==> config.mk <==
export PLATFORM = sky130hd
export DESIGN_NAME = i2c_bus_frontend
export DESIGN_NICKNAME = d
export VERILOG_FILES = /design/src/rtl/i2c_bus_frontend.sv
export SDC_FILE = /design/constraint.sdc
export NUM_CORES = 1
export LEC_CHECK = 0
export ABC_AREA = 1
export CORE_MARGIN = 2
export CORE_UTILIZATION = 57
export CTS_BUF_LIST = sky130_fd_sc_hd__clkbuf_16
export DETAILED_ROUTE_END_ITERATION = 10
export PLACE_DENSITY = 0.9
export RECOVER_POWER = 100
export SETUP_SLACK_MARGIN = 0.2
export SYNTH_ARGS = -nofsm -noshare
export SYNTH_HDL_FRONTEND = slang
export SYNTH_SLANG_ARGS = --single-unit
==> constraint.sdc <==
create_clock -name clk -period 2.2 [get_ports clk]
set_input_delay 0.44 -clock clk [delete_from_list [all_inputs] [get_ports clk]]
set_output_delay 0.44 -clock clk [all_outputs]
set_load 0.01 [all_outputs]
==> src/rtl/i2c_bus_frontend.sv <==
`default_nettype none
`timescale 1ns/1ps
// +----------------------------------------------------------------------------+
// | i2c_bus_frontend                                                           |
// | Synchronises and deglitches SDA/SCL and turns them into clean bus events:   |
// | SCL edges, START/STOP, assembled bytes and ACK-slot samples.                |
// | Revision: 1.0                                                              |
// +----------------------------------------------------------------------------+
module i2c_bus_frontend #(
  parameter int FILTER_LEN = 3
) (
  input  logic       clk,
  input  logic       rst,
  input  logic       sda_in,
  input  logic       scl_in,
  output logic       sda_f,
  output logic       scl_f,
  output logic       scl_rise,
  output logic       scl_fall,
  output logic       start_det,
  output logic       stop_det,
  output logic       bus_busy,
  output logic       byte_valid,
  output logic [7:0] byte_data,
  output logic       ack_valid,
  output logic       ack_bit,
  output logic       frame_err
);

  localparam logic [3:0] c_cnt_max = 4'(FILTER_LEN - 1);

  logic [1:0] w_raw;
  logic [1:0] w_f;

  assign w_raw = {scl_in, sda_in};

  // Index 0 is SDA, index 1 is SCL; both lines see identical latency.
  for (genvar i = 0; i < 2; i++) begin : g_line
    logic       r_s1;
    logic       r_s2;
    logic       r_f;
    logic [3:0] r_cnt;

    always_ff @(posedge clk) begin
      if (rst) begin
        r_s1  <= 1'b1;
        r_s2  <= 1'b1;
        r_f   <= 1'b1;
        r_cnt <= 4'd0;
      end else begin
        r_s1 <= w_raw[i];
        r_s2 <= r_s1;
        if (r_s2 == r_f) begin
          r_cnt <= 4'd0;
        end else if (r_cnt == c_cnt_max) begin
          r_f   <= r_s2;
          r_cnt <= 4'd0;
        end else begin
          r_cnt <= r_cnt + 4'd1;
        end
      end
    end

    assign w_f[i] = r_f;
  end

  logic       r_sda_p;
  logic       r_scl_p;
  logic       w_start;
  logic       w_stop;
  logic       r_busy;
  logic [3:0] r_bit_cnt;
  logic [7:0] r_shift;
  logic [7:0] r_byte_data;
  logic       r_byte_valid;
  logic       r_ack_valid;
  logic       r_ack_bit;
  logic       r_frame_err;

  always_ff @(posedge clk) begin
    if (rst) begin
      r_sda_p <= 1'b1;
      r_scl_p <= 1'b1;
    end else begin
      r_sda_p <= w_f[0];
      r_scl_p <= w_f[1];
    end
  end

  // A simultaneous SCL change makes scl_p != scl_f, which masks START/STOP.
  assign w_start = r_sda_p & ~w_f[0] & r_scl_p & w_f[1];
  assign w_stop  = ~r_sda_p & w_f[0] & r_scl_p & w_f[1];

  always_ff @(posedge clk) begin
    if (rst) begin
      r_busy       <= 1'b0;
      r_bit_cnt    <= 4'd0;
      r_shift      <= 8'd0;
      r_byte_data  <= 8'd0;
      r_byte_valid <= 1'b0;
      r_ack_valid  <= 1'b0;
      r_ack_bit    <= 1'b0;
      r_frame_err  <= 1'b0;
    end else begin
      r_byte_valid <= 1'b0;
      r_ack_valid  <= 1'b0;
      r_frame_err  <= 1'b0;
      if (w_start || w_stop) begin
        r_busy      <= w_start;
        r_bit_cnt   <= 4'd0;
        r_frame_err <= (r_bit_cnt != 4'd0);
      end else if (w_f[1] && !r_scl_p && r_busy) begin
        if (r_bit_cnt == 4'd8) begin
          r_ack_bit   <= w_f[0];
          r_ack_valid <= 1'b1;
          r_bit_cnt   <= 4'd0;
        end else begin
          r_shift   <= {r_shift[6:0], w_f[0]};
          r_bit_cnt <= r_bit_cnt + 4'd1;
          if (r_bit_cnt == 4'd7) begin
            r_byte_data  <= {r_shift[6:0], w_f[0]};
            r_byte_valid <= 1'b1;
          end
        end
      end
    end
  end

  assign sda_f      = w_f[0];
  assign scl_f      = w_f[1];
  assign scl_rise   = w_f[1] & ~r_scl_p;
  assign scl_fall   = ~w_f[1] & r_scl_p;
  assign start_det  = w_start;
  assign stop_det   = w_stop;
  assign bus_busy   = r_busy;
  assign byte_valid = r_byte_valid;
  assign byte_data  = r_byte_data;
  assign ack_valid  = r_ack_valid;
  assign ack_bit    = r_ack_bit;
  assign frame_err  = r_frame_err;

endmodule
`default_nettype wire

## Word-level counts from Yosys, hierarchy flattened

Index checks and enable logic that the tools add are counted.

- $add $sub $neg: 3
- Equality and inequality tests: 6
- Multiplexer cells: 3
- Bitwise logic cells: 17
- Reduce and logical (&&, ||, !) cells: 16

Operators with widths:

| cell | number |
|---|---|
| $add A4 B1 Y4 const B | 3 |
| $not A1 Y1 | 9 |
| $reduce_or A3 Y1 | 3 |
| $and A1 B1 Y1 | 8 |
| $eq A4 B2 Y1 const B | 2 |
| $reduce_and A3 Y1 | 2 |
| $eq A4 B3 Y1 const B | 1 |
| $eq A4 B4 Y1 const B | 1 |
| $mux W4 | 1 |
| $reduce_and A2 Y1 | 2 |
| $reduce_and A4 Y1 | 1 |
| $reduce_bool A4 Y1 | 1 |
| $reduce_or A2 Y1 | 2 |
| $reduce_or A4 Y1 | 1 |
| $eq A1 B1 Y1 | 2 |
| $logic_and A1 B1 Y1 | 2 |
| $mux W1 | 2 |
| $logic_not A1 Y1 | 1 |
| $logic_or A1 B1 Y1 | 1 |

- Register bits after elaboration: 40
- Input port bits: 4
- Output and inout bits: 19
- Logic and storage cells: 63

## Logic depth before layout (Yosys ltp)

- Depth in word-level cells: 7
- Depth in mapped cells: 7
- Gate-level depth less buffers: 7

## Worst setup path after synthesis

OpenSTA, ideal clock, no wires.

- Path kind: register -> output
- From: reg g_line[1].r_f (netlist: scl_f)
- To: out stop_det
- Arrival: 809 ps
- Required time: 1760 ps
- Slack: 951 ps
- Cell stages (with the launch flop): 4
- Path buffers: 1
- Cells stage by stage: dfxtp_1 > buf_6 > nand2_2 > nor2_4

- Longest elaborated chain between the ends: 1

RTL lines:

| item | RTL line | text |
|---|---|---|
| from (decl) | 41 | `logic r_f;` |
| from (signal assigned) | 56 | `r_f <= r_s2;` |
| $and A1 B1 Y1 | 92 | `assign w_stop = ~r_sda_p & w_f[0] & r_scl_p & w_f[1];` |
| to (decl) | 21 | `output logic stop_det,` |

No other way between the ends.

## Worst setup path in the final report

- From: reg g_line[1].r_f (netlist: scl_f)
- To: out scl_fall

- Longest elaborated chain between the ends: 2

RTL lines:

| item | RTL line | text |
|---|---|---|
| $not A1 Y1 | 132 | `assign scl_fall = ~w_f[1] & r_scl_p;` |
| $and A1 B1 Y1 | 132 |  |
| to (decl) | 19 | `output logic scl_fall,` |

No other way between the ends.

==> out/results.txt <==
The tools report the root buffer cell as sky130_fd_sc_hd__clkbuf_16. The final layout contains 228 nets. A synthesized cell averages 8.93 µm². For the signal arrival time at the worst endpoint, the log shows 1.52 ns.

For this design the static power due to leakage is 0.887 nW. The share of final-layout standard cells stronger than drive strength 1 is 13.7%, and the instance count of the mapped netlist is 190. Wires add up to 2790 µm.

The DRC violation total after the first TritonRoute iteration was 51. The ratio of routed vias to standard cells was 4.98. The floorplan step defined a core boundary enclosing 2780 µm². The clock drives 40 sinks.

The run gives 1090 as the number of global-route vias before repair. The worst setup path is captured at a primary output. The required arrival time at the worst endpoint is 1.76 ns. The post-synthesis sequential element count works out to 40. The startpoint identified for the worst register-to-register timing path is scl_f. The maximum vdd drop is 0.901 mV.

23 I/O pins were placed. Dividing total power by cell area gives a power density of 712 nW/µm². The startpoint identified for the worst hold timing path is g_line[0].r_s1. The vertical extent of the die is 58.6 µm, and the shortest clock period the worst path allows after layout is 1.96 ns. Length of the first detailed-routing pass in iterations: 4. The tools report the post-synthesis net count as 200. The critical path is of the flop to primary output type. In the routed design, unresolved DRC markers number 0. Slew at the pin with the worst max-slew slack: 0.680 ns. Global routing used 19.0% of the available tracks. Final hold violation count: 0. The critical path contains buffers and inverters numbering 2 combined. The number of inserted diodes is 0, and the worst-skew pair later-pin latency is 0.28 ns. The tool flagged a number of max-cap violations equal to 0. The highest cell delay on the worst timing path came out at 0.59 ns. After synthesis, flip-flops and latches occupy 47.2% of the total area. For this design, the slowest cell found on the critical path is sky130_fd_sc_hd__dlygate4sd3_1. The longest clock path from root to sink contains 2 buffers. The final-report max-slew violation count came out at 0. Adding up every negative setup slack in the final design gives 0 ns. Input and output buffers added on the ports amount to 22.

STA classifies the critical path startpoint as a flop. Dividing the detail-routed wire length by the instance count gives 11.1 µm. The origin of the worst setup path was scl_f.

From left edge to right edge, the die measures 58.6 µm. The number of clock buffers added by TritonCTS is 5. The tools report the worst hold slack across all endpoints as 0.408 ns. The die covers 3430 µm². The tools report the worst relative slew slack as 54.6%.

The path class of the tightest hold or removal check is flop to flop. Compared with the post-synthesis result, the final layout area differs by 18.6%. The total global routing overflow is 0. Detailed placement ended at an HPWL of 2030 µm. The worst setup skew after layout was 0.00414 ns; the total number of placement rows was 19.

The pin count of the biggest net entering global routing is 17. The family of cells with the greatest summed delay on the critical path was buffers and inverters. The portion of the clock cycle consumed by the worst path in the final layout was 89.1%.

In this run, distinct cell masters in the synthesized netlist total 31. Static timing analysis puts the maximum clock frequency at 0.510 GHz. Setup repair after global routing left no endpoint under its margin. The first global-routing pass estimated 4690 µm of wire. In this run the post-CTS setup repair buffer count came out at 0.

Of all nets on the critical path, the largest fanout is 5. The number of H-tree levels came out at 2. Traced cell by cell, the critical path runs through buf_4, nor2_1, dlygate4sd3_1.

TritonCTS built the clock tree. In this run the remaining antenna-violating nets after routing total 0. After clock tree synthesis, the clock-pin slew on the worst setup and hold paths is 0.05 ns. The via total after detailed routing is 1244. The flow ran to the end, and the final reports show no timing, DRC or antenna violations. In this run the cell area of the synthesized design comes to 1700 µm². The Yosys step of the flow raised 0 warnings. The starting density of the core was 61.0%; the global placement routability congestion was 0.820. The number of antenna violations at the first check in global routing was 0. The final count of negative-setup-slack endpoints is 0.
registers in the layout, indices dropped and copies added (netlist names):
name / cells
sda_f: 1
g_line.r_cnt: 8
scl_f: 1
ack_bit: 1
r_bit_cnt: 4
ack_valid: 1
r_sda_p: 1
r_scl_p: 1
bus_busy: 1
byte_valid: 1
byte_data: 8
r_shift: 7
g_line.r_s1: 2
frame_err: 1
g_line.r_s2: 2
layout by cell type (no fill, tap or decap):
cell type / synthesis / routed
sky130_fd_sc_hd__a211oi_1: 1 / 1
sky130_fd_sc_hd__a21oi_1: 9 / 9
sky130_fd_sc_hd__a21oi_2: 2 / 2
sky130_fd_sc_hd__buf_4: 1 / 2
sky130_fd_sc_hd__clkbuf_1: 0 / 2
sky130_fd_sc_hd__clkbuf_16: 0 / 5
sky130_fd_sc_hd__clkdlybuf4s50_1: 0 / 2
sky130_fd_sc_hd__clkinv_1: 0 / 1
sky130_fd_sc_hd__dfxtp_1: 40 / 38
sky130_fd_sc_hd__dfxtp_2: 0 / 2
sky130_fd_sc_hd__dlygate4sd3_1: 0 / 18
sky130_fd_sc_hd__dlymetal6s2s_1: 0 / 2
sky130_fd_sc_hd__ha_1: 6 / 6
sky130_fd_sc_hd__inv_1: 15 / 17
sky130_fd_sc_hd__inv_2: 3 / 3
sky130_fd_sc_hd__inv_4: 1 / 1
sky130_fd_sc_hd__nand2_1: 21 / 21
sky130_fd_sc_hd__nand2_2: 2 / 2
sky130_fd_sc_hd__nand3_1: 9 / 10
sky130_fd_sc_hd__nand3_2: 3 / 2
sky130_fd_sc_hd__nand3_4: 1 / 1
sky130_fd_sc_hd__nand3b_1: 0 / 1
sky130_fd_sc_hd__nand4_1: 9 / 9
sky130_fd_sc_hd__nor2_1: 33 / 37
sky130_fd_sc_hd__nor2_2: 2 / 2
sky130_fd_sc_hd__nor2_8: 2 / 1
sky130_fd_sc_hd__nor3_1: 1 / 2
sky130_fd_sc_hd__o21ai_0: 5 / 5
sky130_fd_sc_hd__o21ai_1: 1 / 1
sky130_fd_sc_hd__o21ai_2: 3 / 3
sky130_fd_sc_hd__or2_2: 4 / 4
sky130_fd_sc_hd__xnor2_1: 2 / 2
sky130_fd_sc_hd__xor2_1: 5 / 5
cells in the mapped netlist:
cell / number / area (µm²)
sky130_fd_sc_hd__dfxtp_1: 40 / 801
sky130_fd_sc_hd__nor2_1: 33 / 124
sky130_fd_sc_hd__nand2_1: 21 / 78.8
sky130_fd_sc_hd__inv_1: 15 / 56.3
sky130_fd_sc_hd__a21oi_1: 9 / 45.0
sky130_fd_sc_hd__nand3_1: 9 / 45.0
sky130_fd_sc_hd__nand4_1: 9 / 56.3
sky130_fd_sc_hd__ha_1: 6 / 75.1
sky130_fd_sc_hd__o21ai_0: 5 / 25.0
sky130_fd_sc_hd__xor2_1: 5 / 43.8
sky130_fd_sc_hd__or2_2: 4 / 25.0
sky130_fd_sc_hd__inv_2: 3 / 11.3
sky130_fd_sc_hd__nand3_2: 3 / 30.0
sky130_fd_sc_hd__nor2_4: 3 / 33.8
sky130_fd_sc_hd__o21ai_2: 3 / 26.3
sky130_fd_sc_hd__a21oi_2: 2 / 17.5
sky130_fd_sc_hd__buf_2: 2 / 10.0
sky130_fd_sc_hd__nand2_2: 2 / 12.5
sky130_fd_sc_hd__nor2_2: 2 / 12.5
sky130_fd_sc_hd__nor2_8: 2 / 40.0
sky130_fd_sc_hd__xnor2_1: 2 / 17.5
sky130_fd_sc_hd__a211oi_1: 1 / 7.51
sky130_fd_sc_hd__buf_12: 1 / 20.0
sky130_fd_sc_hd__buf_4: 1 / 7.51
sky130_fd_sc_hd__buf_6: 1 / 11.3
sky130_fd_sc_hd__inv_4: 1 / 6.26
sky130_fd_sc_hd__nand3_4: 1 / 17.5
sky130_fd_sc_hd__nand3b_4: 1 / 20.0
sky130_fd_sc_hd__nor3_1: 1 / 5.00
sky130_fd_sc_hd__nor3_2: 1 / 10.0
sky130_fd_sc_hd__o21ai_1: 1 / 5.00
final timing paths:
kind / depth (start not counted) / slack (ns) / to
worst max-delay path: 3 / 0.24 / scl_fall
worst min-delay path: 1 / 0.41 / g_line[0].r_s2
worst max register to register: 6 / 0.46 / byte_data[7]
worst min register to register: 1 / 0.41 / g_line[0].r_s2
per-stage QoR:
step	instance area [µm²]	utilization [%]	instances	setup slack (ns)	total power (W)
6_report	2010	72.3	250	0.240	0.00143
3_3_place_gp	1940	69.6	242	0.521	0.000783
3_5_place_dp	1940	69.6	242	0.473	0.000783
5_1_grt	2010	72.3	250	0.159	0.00148
2_1_floorplan	1700	-	190	0.951	0.000771
4_1_cts	2080	74.6	250	0.200	0.00145
worst reg2reg max path: stages (launching register included):
cell and delay (ns):
sky130_fd_sc_hd__dfxtp_1 0.41, sky130_fd_sc_hd__buf_4 0.19, sky130_fd_sc_hd__nand3_4 0.14, sky130_fd_sc_hd__nor2_2 0.58, sky130_fd_sc_hd__inv_1 0.14, sky130_fd_sc_hd__nor2_1 0.14, sky130_fd_sc_hd__nor2_2 0.05
final cells by class:
class                           instances  area, µm²
Sequential cell                        40        803
Fill cell                             209        769
Multi-Input combinational cell        126        712
Timing Repair Buffer                   26        248
Clock buffer                            5        125
Inverter                               19       73.8
Tap cell                               31       38.8
Clock inverter                          3       11.3
layer usage:
layer  share of wire (%)  track usage, %  vias to the layer above
li1                    -               -                      668
met1                  47            23.7                      549
met2                  47            28.4                       21
met3                 3.6            5.27                        6
met4                 2.7            13.0                        0
met5                   0               0                        -
what timing repair did:
action,4_1_cts,5_1_grt
endpoints found under the setup margin,2,2
resized for setup,2,3
hold endpoints to repair,0,0
hold buffers,0,0
cloned,0,0
power breakdown:
group	internal, W	switching, W	total, W
logic	0.0000141	0.0000176	0.0000317
registers	0.000730	0.00000294	0.000733
clock network	0.000407	0.000261	0.000668
total	0.00115	0.000282	0.00143
kinds of logic after synthesis:
| family | share of synthesized area [%] |
|---|---|
| compound gates | 7.45 |
| fa+ha+maj | 4.42 |
| flops | 47.2 |
| buf+inv | 7.23 |
| simple gates | 30.1 |
| xor+xnor | 3.61 |
No activity file was read; power rests on OpenSTA's default activity.
